==> src/rtl/fb_access_arbiter.sv <==
// Arbitrates the framebuffer BRAM port between VGA pixel fetch (priority) and CPU accesses, with a starvation guard.
// Optional statistics counters are built when FB_ACCESS_ARB_STATS_EN is defined.
module fb_access_arbiter #(
    parameter int ADDR_W       = 17,
    parameter int DATA_W       = 12,
    parameter int STARVE_LIMIT = 8
) (
    input  logic              clock,
    input  logic              nreset,
    input  logic              vga_req,
    input  logic [ADDR_W-1:0] vga_addr,
    output logic [DATA_W-1:0] vga_data,
    output logic              vga_valid,
    output logic              vga_miss,
    input  logic              cpu_req,
    input  logic              cpu_wen,
    input  logic [ADDR_W-1:0] cpu_addr,
    input  logic [DATA_W-1:0] cpu_wdata,
    output logic [DATA_W-1:0] cpu_rdata,
    output logic              cpu_ack,
    output logic              cpu_stall_req,
    output logic              fb_en,
    output logic              fb_wen,
    output logic [ADDR_W-1:0] fb_addr,
    output logic [DATA_W-1:0] fb_din,
    input  logic [DATA_W-1:0] fb_dout,
    output logic [15:0]       stat_miss_cnt,
    output logic [15:0]       stat_stall_cnt
);

    typedef enum logic {S_IDLE, S_CPU_RESP} state_t;

    localparam logic [7:0] LIMIT = 8'(STARVE_LIMIT);

    state_t            state;
    logic [7:0]        starve_cnt;
    logic              grant_cpu;
    logic              grant_vga;
    logic              resp_rd;
    logic [DATA_W-1:0] vga_data_q;
    logic [DATA_W-1:0] cpu_rdata_q;

    always_comb begin
        grant_cpu = (state == S_IDLE) && cpu_req && ((starve_cnt == LIMIT) || !vga_req);
        grant_vga = vga_req && !grant_cpu;
    end

    assign fb_en   = grant_cpu | grant_vga;
    assign fb_wen  = grant_cpu & cpu_wen;
    assign fb_addr = grant_cpu ? cpu_addr : (grant_vga ? vga_addr : '0);
    assign fb_din  = grant_cpu ? cpu_wdata : '0;

    // BRAM output is already registered, so read data is passed through in the response cycle and held afterwards.
    assign vga_data      = vga_valid ? fb_dout : vga_data_q;
    assign cpu_rdata     = (cpu_ack && resp_rd) ? fb_dout : cpu_rdata_q;
    assign cpu_stall_req = cpu_req && !cpu_ack;

    always_ff @(posedge clock or negedge nreset) begin
        if (!nreset) begin
            state       <= S_IDLE;
            starve_cnt  <= '0;
            cpu_ack     <= 1'b0;
            resp_rd     <= 1'b0;
            vga_valid   <= 1'b0;
            vga_miss    <= 1'b0;
            vga_data_q  <= '0;
            cpu_rdata_q <= '0;
        end else begin
            case (state)
                S_IDLE:     if (grant_cpu) state <= S_CPU_RESP;
                S_CPU_RESP: state <= S_IDLE;
                default:    state <= S_IDLE;
            endcase

            cpu_ack   <= grant_cpu;
            resp_rd   <= grant_cpu && !cpu_wen;
            vga_valid <= grant_vga;
            vga_miss  <= vga_req && !grant_vga;

            if (cpu_ack && resp_rd) cpu_rdata_q <= fb_dout;
            if (vga_valid)          vga_data_q  <= fb_dout;

            // Counter clears on grant so two forced grants can never be adjacent.
            if (grant_cpu || !cpu_req)
                starve_cnt <= '0;
            else if ((state == S_IDLE) && (starve_cnt != LIMIT))
                starve_cnt <= starve_cnt + 8'd1;
        end
    end

`ifdef FB_ACCESS_ARB_STATS_EN
    logic [15:0] miss_cnt;
    logic [15:0] stall_cnt;

    always_ff @(posedge clock or negedge nreset) begin
        if (!nreset) begin
            miss_cnt  <= '0;
            stall_cnt <= '0;
        end else begin
            if (vga_miss && (miss_cnt != 16'hFFFF))       miss_cnt  <= miss_cnt + 16'd1;
            if (cpu_stall_req && (stall_cnt != 16'hFFFF)) stall_cnt <= stall_cnt + 16'd1;
        end
    end

    assign stat_miss_cnt  = miss_cnt;
    assign stat_stall_cnt = stall_cnt;
`else
    assign stat_miss_cnt  = '0;
    assign stat_stall_cnt = '0;
`endif

endmodule

==> config.mk <==
export PLATFORM = sky130hd
export DESIGN_NAME = fb_access_arbiter
export DESIGN_NICKNAME = d
export VERILOG_FILES = /design/src/rtl/fb_access_arbiter.sv
export SDC_FILE = /design/constraint.sdc
export NUM_CORES = 1
export LEC_CHECK = 0
export BUFFER_PORTS_ARGS = -buffer_cell sky130_fd_sc_hd__buf_2
export CORE_ASPECT_RATIO = 1.5
export CORE_MARGIN = 3
export CORE_UTILIZATION = 28
export DETAILED_ROUTE_END_ITERATION = 8
export PLACE_DENSITY = 0.59
export SETUP_SLACK_MARGIN = 0.1
export SLEW_MARGIN = 15
export SYNTH_ARGS = -nofsm -noshare
export SYNTH_HDL_FRONTEND = slang
export SYNTH_SLANG_ARGS = --single-unit
==> constraint.sdc <==
create_clock -name clock -period 1.89 [get_ports clock]
set_input_delay 0.0945 -clock clock [delete_from_list [all_inputs] [get_ports clock]]
set_output_delay 0.0945 -clock clock [all_outputs]
set_load 0.005 [all_outputs]
After elaboration in Yosys (flattened, before gate mapping)
Cells that the tools add are included.
Widths: inputs -> output; s select.
{ "word_totals": {"elab_cells": 40, "in_bits": 63, "reg_bits": 37} }
{ "op_classes": {"eq_ne": 2, "n_addsub": 1, "bitwise": 3, "n_reduce_logical": 17, "muxes": 9} }
{ "ops": {"columns": ["op", "count"], "rows": [
  ["$mux 12", 3],
  ["$mux 17", 2],
  ["$mux 8", 2],
  ["$add 8x1->8 const B", 1],
  ["$eq 8x4->1 const B", 1],
  ["$logic_and 1x1->1", 8],
  ["$ne 8x4->1 const B", 1],
  ["$logic_not 1->1", 6],
  ["$logic_or 1x1->1", 2],
  ["$pmux 1 s2", 1],
  ["$reduce_bool 2->1", 1],
  ["$and 1x1->1", 1],
  ["$mux 1", 1],
  ["$not 1->1", 1],
  ["$or 1x1->1", 1]
]} }

Logic depth before layout (Yosys ltp)
{ "depth": {"depth_word": 7, "ltp_mapped": 7, "depth_no_buf": 6} }

Worst setup path after synthesis
OpenSTA, ideal clock, no wires.
{ "synth_path": {"path_kind": "reg2out", "startpoint": "register starve_cnt[0]", "endpoint": "output fb_addr[10]", "path_stages_with_launch": 8, "t_arrival_ns": 1.653, "path_slack_ns": 0.142, "n_path_buf": 1, "cell_sequence": "dfrtp_1 -> inv_1 -> ha_1 -> nor4b_4 -> nand2_2 -> a21oi_4 -> buf_8 -> mux2i_1"} }
{ "synth_between": {"elab_chain_len": 7} }
{ "synth_lines": {"columns": ["element", "line", "source"], "rows": [
  ["from (decl)", "36", "logic [7:0] starve_cnt;"],
  ["from (signal assigned)", "87", "starve_cnt <= starve_cnt + 8'd1;"],
  ["$eq 8x4->1 (*)", "44", "grant_cpu = (state == S_IDLE) && cpu_req && ((starve_cnt == LIMIT) || !vga_req);"],
  ["$logic_or 1x1->1 (*)", "44", null],
  ["$logic_and 1x1->1 (*)", "44", null],
  ["$logic_not 1->1", "45", "grant_vga = vga_req && !grant_cpu;"],
  ["$logic_and 1x1->1", "45", null],
  ["$mux 17", "50", "assign fb_addr = grant_cpu ? cpu_addr : (grant_vga ? vga_addr : '0);"],
  ["$mux 17 (*)", "50", null],
  ["to (decl)", "24", "output logic [ADDR_W-1:0] fb_addr,"]
]} }
Mark *: on every way between the ends. The rest lies on a longest branch, timed or not.

Final worst setup path
{ "layout_path": {"startpoint": "register starve_cnt[0]", "endpoint": "output fb_addr[2]"} }
Same word-level chain as after synthesis.

==> summary.txt <==
Run status
  – Status: finished, violations left
  – Failing checks: negative setup slack

Routing
  – Total length of routed wires: 5534 um
  – Highest metal used: met4
  – First-pass iteration count of the detailed router: 4
  – DRT iter0 DRCs: 28
  – Met2 WL: 2952 um
  – Via count: 1,931
  – Wire length per cell: 12.08 um
  – Met3 wire length: 536 um
  – Number of vias per cell: 4.216
  – Met1 WL: 1992 um
  – DR DRC count: 0
  – Post-route ant nets: 0

GRT
  – Total global routing track utilization: 11.94%
  – Initial antenna violation count: 0
  – Vias in the first global route: 1,816
  – First-pass GRT wire length: 8590 um
  – Pin count of the biggest net entering global routing: 38
  – Congestion Overflow GR: 0

CTS
  – Clock Tree Root: clkbuf_8
  – Clk buf depth: 2
  – CTS Buf Count: 5
  – Clk_lat worst skew: 280 ps
  – CTS clk-pin slew, worst paths: 70 ps
  – CTS tree: done
  – H-tree Lvls: 2
  – Clk sinks: 37

Finish
  – Final net count: 422
  – Util after Layout: 42.68%
  – Area Overhead vs Synth: 44.24%
  – Filler instances: 749
  – Diode count: 0
  – Layout cell share with drive strength beyond 1: 52.23%

Floorplanning
  – Die height: 114.4 um
  – Die Area: 8958 um2
  – Ports: 154
  – Die X: 78.29 um
  – Core area: 7417 um2
  – Num rows: 38
  – Starting Density: 29.59%

Synthesis
  – Synth Register Bits: 37
  – Synthesized area: 2195 um2
  – Seq/Total Area, Yosys: 42.19%
  – Top_reg_cell synth: dfrtp_1
  – Mapped Avg Cell Area: 10.30 um2
  – Count of different cell masters after synthesis: 30
  – Top cells by count, synth: dfrtp_1 (37), buf_4 (32), nand2_1 (25)
  – Share of flip-flops with an asynchronous set or reset: 100.0%
  – Synth top area cells: dfrtp_1 (42%), mux2_2 (12%), buf_4 (11%)
  – Post-synth top area share: 42.19%
  – Number of synthesis warnings: 0
  – EDFF count, synth: 0
  – Top-count cell post-synth: dfrtp_1
  – Leading area contributor after synthesis: dfrtp_1
  – Post-Synthesis Cells: 213

Worst setup path
  – Max FO, Critical Path: 9
  – Crit. End Element: output pin
  – Crit path DAT: 2010 ps
  – CP required: 1800 ps
  – Crit Path Category: reg2out
  – Startpoint Class: flip-flop

Timing
  – Pins Over Slew Limit: 0
  – Worst-margin pin slew: 805.8 ps
  – FMAX: 476.0 MHz
  – Minimum clock period: 2101 ps
  – Final WS setup: -210.7 ps
  – Final Hold Violating Endpoints: 0
  – RSZ-0062 raised after global routing: yes
  – Clk_skew: 4.475 ps
  – Fin crit share: 111.2%
  – Worst slew margin: 46.28%
  – Endpoints failing setup: 30

Job
  – Maxcap violations: 0

Power and ir drop
  – Maximum resistive drop on vdd: 0.3454 mV
  – Power Density: 730.5 nW/um2
  – Static Leak: 1.704 nW

Placement
  – Routability congestion estimate from global placement: 0.7549
  – PortBufs: 121
  – Dpl hpwl: 4153 um
  – Place WS: -23.67 ps

Worst hold path
  – Hold crit path type: in2reg
==> kinds of logic (layout without fill, tap and decap cells) <==
| kind of cell | count (synthesis) | in the layout | synth area share, % |
|---|---|---|---|
| multiplexers | 41 | 41 | 20.07 |
| other | 1 | 32 | 0.1709 |
| XOR/XNOR | 2 | 2 | 0.7983 |
| adder cells (fa/ha/maj) | 2 | 2 | 1.140 |
| AND/OR/NAND/NOR | 56 | 56 | 13.74 |
| flip-flops | 37 | 37 | 42.19 |
| AO/OA/AOI/OAI | 14 | 14 | 4.618 |
| buffers and inverters | 60 | 174 | 17.27 |
==> layout by cell type, fill, tap and decap left out <==
cell type and instances:
buf_2 121, dfrtp_1 37, conb_1 32, mux2_2 24
nand2_1 24, inv_1 18, buf_4 17, mux2i_1 16
and2_1 13, clkbuf_8 5, a31oi_1 4, nor3_1 3
a21oi_1 3, nand3_1 3, o21ai_0 3, inv_2 2
nand2_2 2, nand2b_1 2, nor2_1 2, xnor2_1 2
nor3b_1 2, a41oi_1 2, bufinv_16 2, dlygate4sd3_1 2
buf_12 2, buf_6 2, nor4b_4 1, nor3b_4 1
a21oi_4 1, mux2i_2 1, nor2b_1 1, nor2b_2 1
a211oi_2 1, nand4_1 1, ha_4 1, ha_1 1
inv_6 1, buf_16 1, clkbuf_16 1
==> sequential cells by signal, summed over array words and instances, names as in the netlist <==
register / flops
starve_cnt: 8
cpu_ack: 1
state: 1
vga_miss: 1
cpu_rdata_q: 12
resp_rd: 1
vga_valid: 1
vga_data_q: 12
==> path summary, 6_finish.rpt <==
| path | slack, ps | startpoint | cells after the start | end |
|---|---|---|---|---|
| max in group asynchronous | 950 | nreset | 2 | cpu_rdata_q[0] |
| setup reg to reg | 110 | starve_cnt[0] | 10 | resp_rd |
| setup / recovery | -210 | starve_cnt[0] | 9 | fb_addr[2] |
| hold reg to reg | 500 | cpu_rdata_q[11] | 1 | cpu_rdata_q[11] |
| min in group asynchronous | 440 | nreset | 2 | vga_data_q[3] |
| hold / removal | 80 | fb_dout[1] | 2 | cpu_rdata_q[1] |
==> metrics by stage <==
step | instance area [um2] | hold WS [ps] | setup TNS [ps] | std cells | power [mW]
floorplan | 2311 | -201.1 | 0 | 244 | 1.252
global placement | 2788 | 235.4 | -8.199 | 430 | 1.452
detailed placement | 2788 | 234.4 | -23.67 | 430 | 1.466
CTS | 3099 | 57.48 | -5118 | 453 | 2.348
global route | 3166 | 57.79 | -8562 | 458 | 2.463
finish | 3166 | 78.31 | -5230 | 458 | 2.312
==> critical path: stages (launching register included) <==
cell     delay (ps)
dfrtp_1         390
inv_2            90
ha_4            120
nor4b_4         210
nand2_2         120
a21oi_4         200
buf_12          160
buf_4           110
mux2i_1         200
buf_2           140
==> cell type report <==
type                    instances  area (um2)  share of cell area, %
well taps                     100       125.1                  3.953
multi-input cells             147        1033                  32.65
clock inverters                 3       68.82                  2.174
flip-flops and latches         37       925.9                  29.25
repair buffers                146       868.3                  27.43
clock buffers                   5       68.82                  2.174
inverters                      20       75.07                  2.372
==> routing by layer <==
| layer | vias up | track usage, % |
|---|---|---|
| li1 | 916 | - |
| met1 | 882 | 13.07 |
| met2 | 129 | 22.14 |
| met3 | 4 | 3.150 |
| met4 | 0 | 3.851 |
| met5 | - | 0 |
==> power by group <==
part           internal [mW]  total [mW]  switching, mW
clock                  0.531       0.810          0.279
combinational          0.317       0.571          0.254
sequential             0.896       0.931         0.0350
total                   1.74        2.31          0.567
==> repair_timing <==
item,4_1_cts,5_1_grt
gates resized for setup,10,3
pin swaps,1,1
buffers inserted,12,4
hold endpoints to repair,38,0
setup endpoints to repair,30,46
cloned,1,1
hold buffers,2,0
(Power assumes the default switching activity.)
